## src/rtl/lcd_read_ctrl.sv

```systemverilog
// rtl/lcd_read_ctrl.sv - 8080-style LCD read controller: command write, bus turnaround, RD-strobed reads
module lcd_read_ctrl #(
  parameter logic [7:0] WR_LO = 8'd2,
  parameter logic [7:0] WR_HI = 8'd2,
  parameter logic [7:0] TURN  = 8'd2,
  parameter logic [7:0] RD_LO = 8'd8,
  parameter logic [7:0] RD_HI = 8'd6
) (
  input  logic        clk,
  input  logic        reset,
  input  logic        start,
  input  logic [7:0]  cmd,
  input  logic [3:0]  num_reads,
  input  logic [15:0] lcd_data_in,
  output logic [15:0] lcd_data_out,
  output logic        lcd_data_oe,
  output logic        cs,
  output logic        rs,
  output logic        wr,
  output logic        rd,
  output logic        busy,
  output logic [15:0] rd_data,
  output logic        rd_valid,
  output logic        done
);

  typedef enum logic [2:0] {
    S_IDLE, S_CMD_LO, S_CMD_HI, S_TURN, S_RD_LO, S_RD_HI, S_FINISH
  } state_t;

  state_t      state_q, state_d;
  logic [7:0]  timer_q;
  logic [3:0]  cnt_q;
  logic [7:0]  cmd_q;
  logic        phase_end;
  logic [7:0]  phase_len;

  logic [15:0] dout_d;
  logic        oe_d, cs_d, rs_d, wr_d, rd_d, busy_d, valid_d, done_d;
  logic [7:0]  cmd_use;

  always_ff @(posedge clk or posedge reset) begin
    if (reset) begin
      state_q      <= S_IDLE;
      timer_q      <= 8'd0;
      cnt_q        <= 4'd0;
      cmd_q        <= 8'd0;
      lcd_data_out <= 16'd0;
      lcd_data_oe  <= 1'b0;
      cs           <= 1'b1;
      rs           <= 1'b1;
      wr           <= 1'b1;
      rd           <= 1'b1;
      busy         <= 1'b0;
      rd_data      <= 16'd0;
      rd_valid     <= 1'b0;
      done         <= 1'b0;
    end else begin
      state_q <= state_d;
      // The timer restarts on every phase change and idles at zero.
      if (state_d != state_q || state_q == S_IDLE)
        timer_q <= 8'd0;
      else
        timer_q <= timer_q + 8'd1;
      if (state_q == S_IDLE && start) begin
        cmd_q <= cmd;
        cnt_q <= num_reads;
      end else if (state_q == S_RD_HI && phase_end) begin
        cnt_q <= cnt_q - 4'd1;
      end
      lcd_data_out <= dout_d;
      lcd_data_oe  <= oe_d;
      cs           <= cs_d;
      rs           <= rs_d;
      wr           <= wr_d;
      rd           <= rd_d;
      busy         <= busy_d;
      rd_valid     <= valid_d;
      done         <= done_d;
      if (valid_d)
        rd_data <= lcd_data_in;
    end
  end

  always_comb begin
    state_d   = state_q;
    phase_len = 8'd1;
    case (state_q)
      S_CMD_LO: phase_len = WR_LO;
      S_CMD_HI: phase_len = WR_HI;
      S_TURN:   phase_len = TURN;
      S_RD_LO:  phase_len = RD_LO;
      S_RD_HI:  phase_len = RD_HI;
      default:  phase_len = 8'd1;
    endcase
    phase_end = (timer_q == phase_len - 8'd1);
    case (state_q)
      S_IDLE:   if (start) state_d = S_CMD_LO;
      S_CMD_LO: if (phase_end) state_d = S_CMD_HI;
      S_CMD_HI: if (phase_end) state_d = (cnt_q == 4'd0) ? S_FINISH : S_TURN;
      S_TURN:   if (phase_end) state_d = S_RD_LO;
      S_RD_LO:  if (phase_end) state_d = S_RD_HI;
      S_RD_HI:  if (phase_end) state_d = (cnt_q == 4'd1) ? S_FINISH : S_RD_LO;
      S_FINISH: state_d = S_IDLE;
      default:  state_d = S_IDLE;
    endcase
  end

  // Outputs are computed for the upcoming state so the registered pins line up with it.
  always_comb begin
    cmd_use = (state_q == S_IDLE) ? cmd : cmd_q;
    dout_d  = 16'd0;
    oe_d    = 1'b0;
    cs_d    = 1'b1;
    rs_d    = 1'b1;
    wr_d    = 1'b1;
    rd_d    = 1'b1;
    done_d  = 1'b0;
    busy_d  = (state_d != S_IDLE);
    valid_d = (state_q == S_RD_LO) && phase_end;
    case (state_d)
      S_CMD_LO: begin
        cs_d = 1'b0; rs_d = 1'b0; wr_d = 1'b0; oe_d = 1'b1;
        dout_d = {8'h00, cmd_use};
      end
      S_CMD_HI: begin
        cs_d = 1'b0; rs_d = 1'b0; oe_d = 1'b1;
        dout_d = {8'h00, cmd_use};
      end
      S_TURN:   cs_d = 1'b0;
      S_RD_LO:  begin cs_d = 1'b0; rd_d = 1'b0; end
      S_RD_HI:  cs_d = 1'b0;
      S_FINISH: done_d = 1'b1;
      default:  done_d = 1'b0;
    endcase
  end

endmodule

```

## config.mk

```make
export PLATFORM = sky130hd
export DESIGN_NAME = lcd_read_ctrl
export DESIGN_NICKNAME = d
export VERILOG_FILES = /design/src/rtl/lcd_read_ctrl.sv
export SDC_FILE = /design/constraint.sdc
export NUM_CORES = 1
export LEC_CHECK = 0
export CAP_MARGIN = 20
export CORE_UTILIZATION = 48
export DETAILED_ROUTE_END_ITERATION = 10
export PLACE_DENSITY = 0.79
export SLEW_MARGIN = 0
export SYNTH_ARGS = -nofsm -noshare
export SYNTH_HDL_FRONTEND = slang
export SYNTH_SLANG_ARGS = --single-unit
```

## constraint.sdc

```tcl
create_clock -name clk -period 2.99 [get_ports clk]
set_input_delay 0.299 -clock clk [delete_from_list [all_inputs] [get_ports clk]]
set_output_delay 0.299 -clock clk [all_outputs]
set_load 0.02 [all_outputs]
```

# After elaboration in Yosys (flattened, before gate mapping)
# Index checks and enable logic that the tools add are counted.
op_classes:
  n_eq_ne: 14
  muxes: 21
  addsub: 3
  reduce_logical: 11
op_table:
  columns: ["cell", "n"]
  rows:
  - ["$mux 8", 3]
  - ["$mux 3", 7]
  - ["$pmux 3 s6", 1]
  - ["$eq 3x3->1 const B", 5]
  - ["$eq 3x2->1 const B", 4]
  - ["$pmux 4 s3", 1]
  - ["$add 8x1->8 const B", 1]
  - ["$eq 8x8->1", 1]
  - ["$mux 4", 2]
  - ["$sub 8x1->8 const B", 1]
  - ["$eq 3x1->1 const B", 2]
  - ["$mux 1", 6]
  - ["$reduce_or 5->1", 1]
  - ["$eq 4x1->1 const B", 1]
  - ["$logic_not 4->1", 1]
  - ["$sub 4x1->4 const B", 1]
  - ["$logic_and 1x1->1", 3]
  - ["$logic_not 3->1", 1]
  - ["$ne 3x3->1", 1]
  - ["$reduce_bool 3->1", 1]
  - ["$reduce_or 3->1", 1]
  - ["$mux 2", 1]
  - ["$reduce_bool 2->1", 1]
  - ["$reduce_or 2->1", 1]
  - ["$logic_or 1x1->1", 1]
totals:
  out_inout_bits: 40
  reg_bits: 63
  input_bits: 31
  word_cells: 63

# Longest topological paths before layout
# Gate-level depths: netlist of the first run.
depth:
  word_depth: 10
  mapped_depth: 7
  ltp_nobuf: 7

# Least setup slack after synthesis of the first run
# No wires, ideal clock.
synth_path:
  kind: "reg-to-reg"
  start: "register timer_q[3]"
  end: "register rd_data[0]"
  t_required_ns: 2.865
  path_stages_with_launch: 6
  path_slack_ns: 0.906
  setup_ns: 0.125
  n_path_buf: 1
  arrival_ns: 1.959
  path_cell_list: "dfrtp_1 > or4_4 > a211oi_4 > nand3_4 > buf_6 > mux2_4"
synth_via:
  elab_chain_cells: 2
synth_rtl:
  columns: ["element", "line_no", "source"]
  rows:
  - ["start, declared", "32", "logic [7:0] timer_q;"]
  - ["start signal, assigned", "64", "timer_q <= timer_q + 8'd1;"]
  - ["$eq 8x8->1", "96", "phase_end = (timer_q == phase_len - 8'd1);"]
  - ["$logic_and 1x1->1", "120", "valid_d = (state_q == S_RD_LO) && phase_end;"]
  - ["end signal, assigned", "81", "rd_data <= lcd_data_in;"]
  - ["end, declared", "22", "output logic [15:0] rd_data,"]
# No other way between the ends.
# A chain may end at the register's enable or synchronous reset.

# Worst setup path after layout of the first run
layout_path:
  start: "register state_q[2]"
  end: "register rd_data[7]"
layout_via:
  elab_chain_cells: 6
layout_rtl:
  columns: ["element", "line_no", "source"]
  rows:
  - ["start, declared", "31", "state_t state_q, state_d;"]
  - ["start signal, assigned", "59", "state_q <= state_d;"]
  - ["$eq 3x2->1 or $eq 3x1->1 (tied branches)", "88", "case (state_q)"]
  - ["$reduce_or 3->1 (no line)", null, null]
  - ["$pmux 4 s3", "88", null]
  - ["$sub 8x1->8", "96", null]
  - ["$eq 8x8->1", "96", null]
  - ["$logic_and 1x1->1 *", "120", null]
# Every way passes the cells marked *; elsewhere a longest branch is shown, timed or not.

==> results.md, run 1 <==
* Status: finished, final reports clean
* EDFF count, synth at 0
* Antenna viol nets, final at 0
* Complex-gate fraction of the synthesized area at between 8 and 9%
* CTS Hold Bufs at 0
* Worst Path Arrival at 2.59 ns
* Diode count at 0
* Avg Vias per Cell at around 5
* Sequential-to-total area share from yosys stat at between 50% and 60%
* Final setup skew at 0.0150 ns
* Cell breakdown of the critical path: or3_1 > a211oi_4 > nand3_4 > mux2_4
* Fin util at 65.2%
* Worst Max-Slew Pin Slew at about 0.67 ns
* Post-CTS sizing at 0
* Antenna violations before repair at 0
* Final #Nets at 327
* Setup crit start: state_q[2]$_DFF_PP0_
* VDD IR max at between 0.3 and 0.4 mV
* Synth Instances at between 200 and 250
* R2r startpoint: state_q[2]$_DFF_PP0_
* Die width at between 70 and 80 um
* Layout cells sized above 1 at 17.7%
* GRT overflow at 0
* Post-Syn Area at between 0.002 and 0.003 sq mm
* Cell family with most CP delay: simple AND/OR/NAND/NOR gates
* Setup Viol. Count Final at 0
* Setup CP Type: reg -> reg
* Post-Synth Simple-Gate Area at between 10% and 20%
* Layout area overhead at 28.1%
* Vias in the first global route at between 1,500 and 2,000
* Flop and latch count out of synthesis at between 50 and 60
* Max Cap Viol at 0
* Reg clk slew, reported paths at roughly 0.1 ns
* Fmax at approximately 420 MHz
* Ys flop type: dfrtp_1
* TritonCTS clock tree: yes
* Routed WL at 4920 um
* Crit-path slowest cell: or3_1
* CTS root buf: clkbuf_8
* Synthesized-area fraction occupied by adder cells at 1.42%
* Final GP Congestion at between 0.8 and 0.9
* Largest net degree at the start of global routing at 21
* Critical Path RT at around 3.2 ns
* Syn avg cell area at roughly 11 sq um
* Via count at 1,853
* RSZ-0062 raised after global routing: false
* Core region area at 0.00520 sq mm
* Final Max Tran Viols at 0
* Slew headroom at between 50% and 60%
* First-pass GRT wire length at between 8000 and 9000 um
* DRC marker count from the first detailed-route iteration at 120
* Final TNS setup at 0 ns
* Clock latency on the worst-skew pair at 0.32 ns
* Startpoint types: flip-flop
* Total CTS buffers at 5
* Crit end category: flip-flop
* Synth warn at 0
* Final period util at 79.9%
* Main combinational cell family by area after synthesis: simple AND/OR/NAND/NOR gates
* # IOs at just over 70
* Minimum clock period at ~2.4 ns
* Cell Rows at 26
* Die Height at around 76 um
* Port Buffers at just over 60
* Drt first pass iters at 4
* Die area at between 0.005 and 0.006 sq mm
* Final HPWL DP at 3530 um
* Routed wire per std cell at 13.5 um
* Power per cell area at a little over 400 mW/mm^2
* Clk sinks at 55
* Post-CTS setup buffers at 0
* Min-delay worst type: in -> async
* CTS H-tree lvls at 2
* CTS Buffer Depth at 2
* Synth unique cells at between 50 and 60
* Synth Area in XOR/XNOR at slightly below 3%
* Filler instances at 433
* GR Util All Layers at a little under a fifth
* Initial Util at between 50% and 60%
* FFs w/ async S/R, synth at 100%
* Biggest cell delay along the critical path at ~0.61 ns
* Lkg Pwr at 1.52 nW
* CP Max Fanout at 18
* Multiplexer share of the synthesized area at approximately an eighth
* DR DRC count at 0
* Worst Path Buf+Inv at 0
* Hold Violations, Final at 0
## final timing paths
kind / endpoint / depth (start not counted) / slack (ns)
min reg2reg: rd_data[11]$_DFFE_PP0P_ / 1 / 0.51
max: rd_data[7]$_DFFE_PP0P_ / 4 / 0.60
max reg2reg: rd_data[7]$_DFFE_PP0P_ / 4 / 0.60
min in group clk: rd_data[11]$_DFFE_PP0P_ / 1 / 0.51
max in group asynchronous: cs$_DFF_PP1_ / 3 / 2.09
min: timer_q[5]$_DFF_PP0_ / 2 / 0.25
## cells by family (layout without fill, tap and decap cells)
family                     Yosys count  in the layout
buffers and inverters               29             84
adders and majority gates            3              3
AOI/OAI and AO/OA                   32             32
and+or+nand+nor                     77             77
xor gates and xnor gates             9              9
muxes                               26             26
other                                1              8
DFF                                 55             55
## sequential cells by signal, summed over array words and instances, names as in the netlist
name / flops
rd_data: 16
cmd_q: 8
lcd_data_out: 8
timer_q: 8
cnt_q: 4
state_q: 3
busy: 1
cs: 1
done: 1
lcd_data_oe: 1
rd: 1
rd_valid: 1
rs: 1
wr: 1
## metal layers
| layer | share of wire [%] | GRT usage, % | vias to the layer above | wire length, um |
|---|---|---|---|---|
| li1 | - | - | 903 | - |
| met1 | 45 | 23.6 | 881 | 2220 |
| met2 | 47 | 29.3 | 63 | 2320 |
| met3 | 6.5 | 5.51 | 6 | 322 |
| met4 | 1.2 | 5.19 | 0 | 57 |
| met5 | 0 | 0 | - | 0 |
## Yosys cell counts, types with 2 or more instances
| cell | count | area, sq um |
|---|---|---|
| buf_4 | 14 | 105 |
| ha_1 | 3 | 37.5 |
| nand3_1 | 8 | 40.0 |
| mux2_2 | 16 | 180 |
| xnor2_1 | 3 | 26.3 |
| dfstp_2 | 4 | 105 |
| a31oi_1 | 2 | 12.5 |
| o21ai_0 | 5 | 25.0 |
| mux2_4 | 9 | 135 |
| and2_1 | 2 | 12.5 |
| nand2b_1 | 4 | 25.0 |
| a21oi_1 | 14 | 70.1 |
| inv_1 | 11 | 41.3 |
| xor2_1 | 6 | 52.6 |
| o31ai_1 | 2 | 15.0 |
| nor4_1 | 3 | 18.8 |
| nand4_1 | 2 | 12.5 |
| or3_1 | 2 | 12.5 |
| nor2_1 | 17 | 63.8 |
| nor3_1 | 2 | 10.0 |
| dfrtp_1 | 51 | 1280 |
| nand3b_1 | 2 | 15.0 |
| nand2_1 | 21 | 78.8 |
| clkbuf_1 | 2 | 7.51 |
## stage by stage
stage	instances	setup WS [ns]	power [mW]	hold slack (ns)	instance area, sq um
detailed placement	356	0.589	0.894	0.492	3280
global placement	356	0.662	0.893	0.486	3280
finish	364	0.602	1.38	0.252	3390
global route	364	0.486	1.43	0.289	3390
CTS	364	0.591	1.39	0.264	3390
floorplan	239	0.906	0.830	0.430	2680
## power by group
| part | switching, mW | internal (mW) |
|---|---|---|
| clock network | 0.245 | 0.252 |
| registers | 0.00601 | 0.755 |
| logic | 0.0517 | 0.0660 |
| total | 0.303 | 1.07 |
## area by class of cell
| class | count | area [sq um] | area share [%] |
|---|---|---|---|
| inverter | 11 | 41.3 | 1.22 |
| tap | 70 | 87.6 | 2.58 |
| sequential | 55 | 1380 | 40.7 |
| timing repair buffer | 65 | 643 | 19.0 |
| clock inverter | 3 | 46.3 | 1.36 |
| clock buffer | 5 | 68.8 | 2.03 |
| multi-input combinational | 155 | 1120 | 33.1 |
## layout by cell type (no fill, tap or decap), types with 2 or more instances in the layout
master	netlist	final
nand2b_1	4	4
xor2_1	6	6
nor3_1	2	2
xnor2_1	3	3
or3_1	2	2
mux2_2	16	16
clkbuf_8	0	5
buf_4	14	3
dfstp_2	4	4
and2_1	2	2
a21oi_1	14	14
nand3b_1	2	2
nand3_1	8	8
o21ai_0	5	5
o31ai_1	2	2
nor2_1	17	17
inv_1	11	10
a31oi_1	2	2
ha_1	3	3
nand4_1	2	2
dfrtp_1	51	51
clkdlybuf4s50_1	0	62
mux2_4	9	9
conb_1	1	8
nor4_1	3	3
nand2_1	21	21
(Power assumes the default switching activity.)
==> inputs of run 2 (changes only) <==
--- a/config.mk
+++ b/config.mk
@@ -6,9 +6,9 @@
 export NUM_CORES = 1
 export LEC_CHECK = 0
 export CAP_MARGIN = 20
-export CORE_UTILIZATION = 48
+export CORE_UTILIZATION = 44
 export DETAILED_ROUTE_END_ITERATION = 10
-export PLACE_DENSITY = 0.79
+export PLACE_DENSITY = 0.77
 export SLEW_MARGIN = 0
 export SYNTH_ARGS = -nofsm -noshare
 export SYNTH_HDL_FRONTEND = slang
==> constraint.sdc (replaced) <==
create_clock -name clk -period 2 [get_ports clk]
set_input_delay 0.2 -clock clk [delete_from_list [all_inputs] [get_ports clk]]
set_output_delay 0.2 -clock clk [all_outputs]
set_load 0.02 [all_outputs]
==> run 2 against run 1 <==
Against the previous run: final area grew 4.4%; non-clock buffer count grew 21; via count rose by 4.7%; worst setup slack lost 0.60 ns; worst hold slack lost 0.0095 ns; largest power group unchanged; total power is 37% higher; count of clock-buffer cells in the layout is the same; die area grew 8.9%; critical path type unchanged; core utilization down 2.4 points; global-route usage fell by 0.26 points.
==> results.md, run 2 (same netlist as run 1, synthesis figures left out) <==
* Cell Rows at 27 (was 26)
* GRT overflow at 0 (unchanged)
* Final setup skew at 0.00498 ns (was 0.0150 ns)
* Seq pwr share at 60.1% (was 55.3%)
* Fmax at 501 MHz (was 419 MHz)
* Overall Power at 1.89 mW (was 1.38 mW)
* RSZ-0062 raised after global routing: true (was false)
* Final HPWL DP at 4000 um (was 3530 um)
* Die Height at 79.6 um (was 76.3 um)
* Max Cap Viol at 0 (unchanged)
* Antenna violations before repair at 0 (unchanged)
* Clk pwr share at 30.5% (was 36.2%)
* Die area at 0.00633 sq mm (was 0.00582 sq mm)
* Startpoint types: flip-flop (unchanged)
* Die width at 79.6 um (was 76.3 um)
* Total CTS buffers at 5 (unchanged)
* Global route hottest layer: met2 (unchanged)
* Setup CP Type: reg -> reg (unchanged)
* CTS H-tree lvls at 2 (unchanged)
* TritonCTS clock tree: yes (unchanged)
* Crit end category: flip-flop (unchanged)
* Setup WS pre-CTS at -0.116 ns (was 0.589 ns)
* Sw frac at 22.4% (was 22.0%)
* Clock latency on the worst-skew pair at 0.30 ns (was 0.32 ns)
* CTS Buffer Depth at 2 (unchanged)
* Filler instances at 467 (was 433)
* Drt first pass iters at 4 (unchanged)
* Commonest non-fill, non-tap cell in the layout: clkdlybuf4s50_1 (unchanged)
* Internal power at 1.47 mW (was 1.07 mW)
* Power per cell area at 534 mW/mm^2 (was 405 mW/mm^2)
* Final #Nets at 348 (was 327)
* Core region area at 0.00564 sq mm (was 0.00520 sq mm)
* Multi-input logic area at 0.00113 sq mm (was 0.00112 sq mm)
* Antenna viol nets, final at 0 (unchanged)
* Port Buffers at 62 (unchanged)
* Worst Path Arrival at 2.18 ns (was 2.59 ns)
* Met2 Use GR at 32.2% (was 29.3%)
* First-pass GRT wire length at 8730 um (was 8410 um)
* Critical Path RT at 2.19 ns (was 3.19 ns)
* Reg clk slew, reported paths at 0.09 ns (was 0.10 ns)
* Lkg Pwr at 1.62 nW (was 1.52 nW)
* Worst setup margin at 0.00482 ns (was 0.602 ns)
* Met1 Usage GRT at 21.3% (was 23.6%)
* CP Max Fanout at 16 (was 18)
* Final GP Congestion at 0.863 (was 0.858)
* Comb pwr share at 9.3% (was 8.6%)
* GR Layer Usage met3 at 4.11% (was 5.51%)
* Diode count at 0 (unchanged)
* DR DRC count at 0 (unchanged)
* Avg Vias per Cell at 5.02 (was 5.09)
* Worst Path Buf+Inv at 1 (was 0)
* Minimum clock period at 2.00 ns (was 2.39 ns)
* Vias in the first global route at 1,889 (was 1,822)
* Biggest cell delay along the critical path at 0.58 ns (was 0.61 ns)
* GR Util All Layers at 17.9% (was 18.2%)
* Routed WL at 5390 um (was 4920 um)
* Via count at 1,941 (was 1,853)
* Routed wire per std cell at 13.9 um (was 13.5 um)
* Reg with most FFs: rd_data (unchanged)
* Seq. cell area at 0.00138 sq mm (unchanged)
* Layout cells sized above 1 at 23.5% (was 17.7%)
* Largest net degree at the start of global routing at 35 (was 21)
* Cell family with most CP delay: simple AND/OR/NAND/NOR gates (unchanged)
* Most frequent cells in the layout: clkdlybuf4s50_1 (62), dfrtp_1 (51), buf_4 (23) (was clkdlybuf4s50_1 (62), dfrtp_1 (51), nand2_1 (21))
* Final period util at 99.8% (was 79.9%)
* CTS Hold Bufs at 0 (unchanged)
* Clk sinks at 55 (unchanged)
* Min-delay worst type: in -> async (unchanged)
* VDD IR max at 0.477 mV (was 0.308 mV)
* # IOs at 71 (unchanged)
* Initial Util at 47.0% (was 50.9%)
* Final Max Tran Viols at 0 (unchanged)
* Layout area overhead at 33.7% (was 28.1%)
* Setup Viol. Count Final at 0 (unchanged)
* Max reg flops at 16 (unchanged)
* CTS root buf: clkbuf_8 (unchanged)
* Switching power at 424 uW (was 303 uW)
* DRC marker count from the first detailed-route iteration at 75 (was 120)
* Hold Violations, Final at 0 (unchanged)
* Crit-path slowest cell: or4_4 (was or3_1)
* Status: finished, final reports clean (unchanged)
* Cell breakdown of the critical path: or4_4 > a211oi_4 > nand3_4 > buf_12 > mux2_4 (was or3_1 > a211oi_4 > nand3_4 > mux2_4)
-- run 2: final cells by class --
cell class / instances / share of cell area, %
Sequential cell: 55 / 39.0
Timing Repair Buffer: 86 / 23.0
Clock buffer: 5 / 1.94
Inverter: 11 / 1.17
Clock inverter: 3 / 0.424
Tap cell: 72 / 2.54
Multi-Input combinational cell: 155 / 31.9
-- run 2: stage by stage --
| step | setup TNS, ns | instance area, sq um | hold WS, ns | util [%] | std cells |
|---|---|---|---|---|---|
| final | 0 | 3540 | 0.242 | 62.8 | 387 |
| after global routing | -0.838 | 3540 | 0.258 | 62.8 | 387 |
| after CTS | 0 | 3530 | 0.249 | 62.6 | 386 |
| after detailed placement | -2.39 | 3410 | 0.493 | 60.4 | 375 |
| after global placement | -1.29 | 3410 | 0.486 | 60.4 | 375 |
| after floorplan | -0.423 | 2690 | 0.331 | - | 239 |
-- run 2: tightest hold or removal path: stages --
cell and delay [ns]:
clkdlybuf4s50_1 0.41, inv_2 0.06, buf_4 0.26
-- run 2: timing repair --
action,in CTS,in global routing
resized for setup,2,0
pin swaps,1,2
setup endpoints to repair,27,22
setup buffers,3,1
-- run 2: worst paths after layout --
| kind | from | end | slack (ns) | cells past startpoint |
|---|---|---|---|---|
| setup / recovery | timer_q[3]$_DFF_PP0_ | rd_data[5]$_DFFE_PP0P_ | 0.005 | 5 |
| hold / removal | reset | cmd_q[6]$_DFFE_PP0P_ | 0.24 | 3 |
| setup reg to reg | timer_q[3]$_DFF_PP0_ | rd_data[5]$_DFFE_PP0P_ | 0.005 | 5 |
| hold reg to reg | rd_data[12]$_DFFE_PP0P_ | rd_data[12]$_DFFE_PP0P_ | 0.51 | 1 |
| max in group asynchronous | reset | timer_q[1]$_DFF_PP0_ | 1.39 | 3 |
| min in group clk | num_reads[2] | cnt_q[2]$_DFFE_PP0P_ | 0.46 | 3 |
-- run 2: routing by layer --
layer  vias up  part of all wire, %
li1        943                    -
met1       940                   43
met2        54                   52
met3         4                  4.5
met4         0                 0.72
met5         -                    0
-- run 2: power by group through the flow --
| stage | combinational, mW | sequential, mW | clock [mW] |
|---|---|---|---|
| floorplan | 0.0621 | 1.18 | 0 |
| global placement | 0.176 | 1.16 | 0 |
| detailed placement | 0.179 | 1.16 | 0 |
| CTS | 0.180 | 1.14 | 0.600 |
| global route | 0.189 | 1.14 | 0.642 |
| finish | 0.176 | 1.14 | 0.578 |
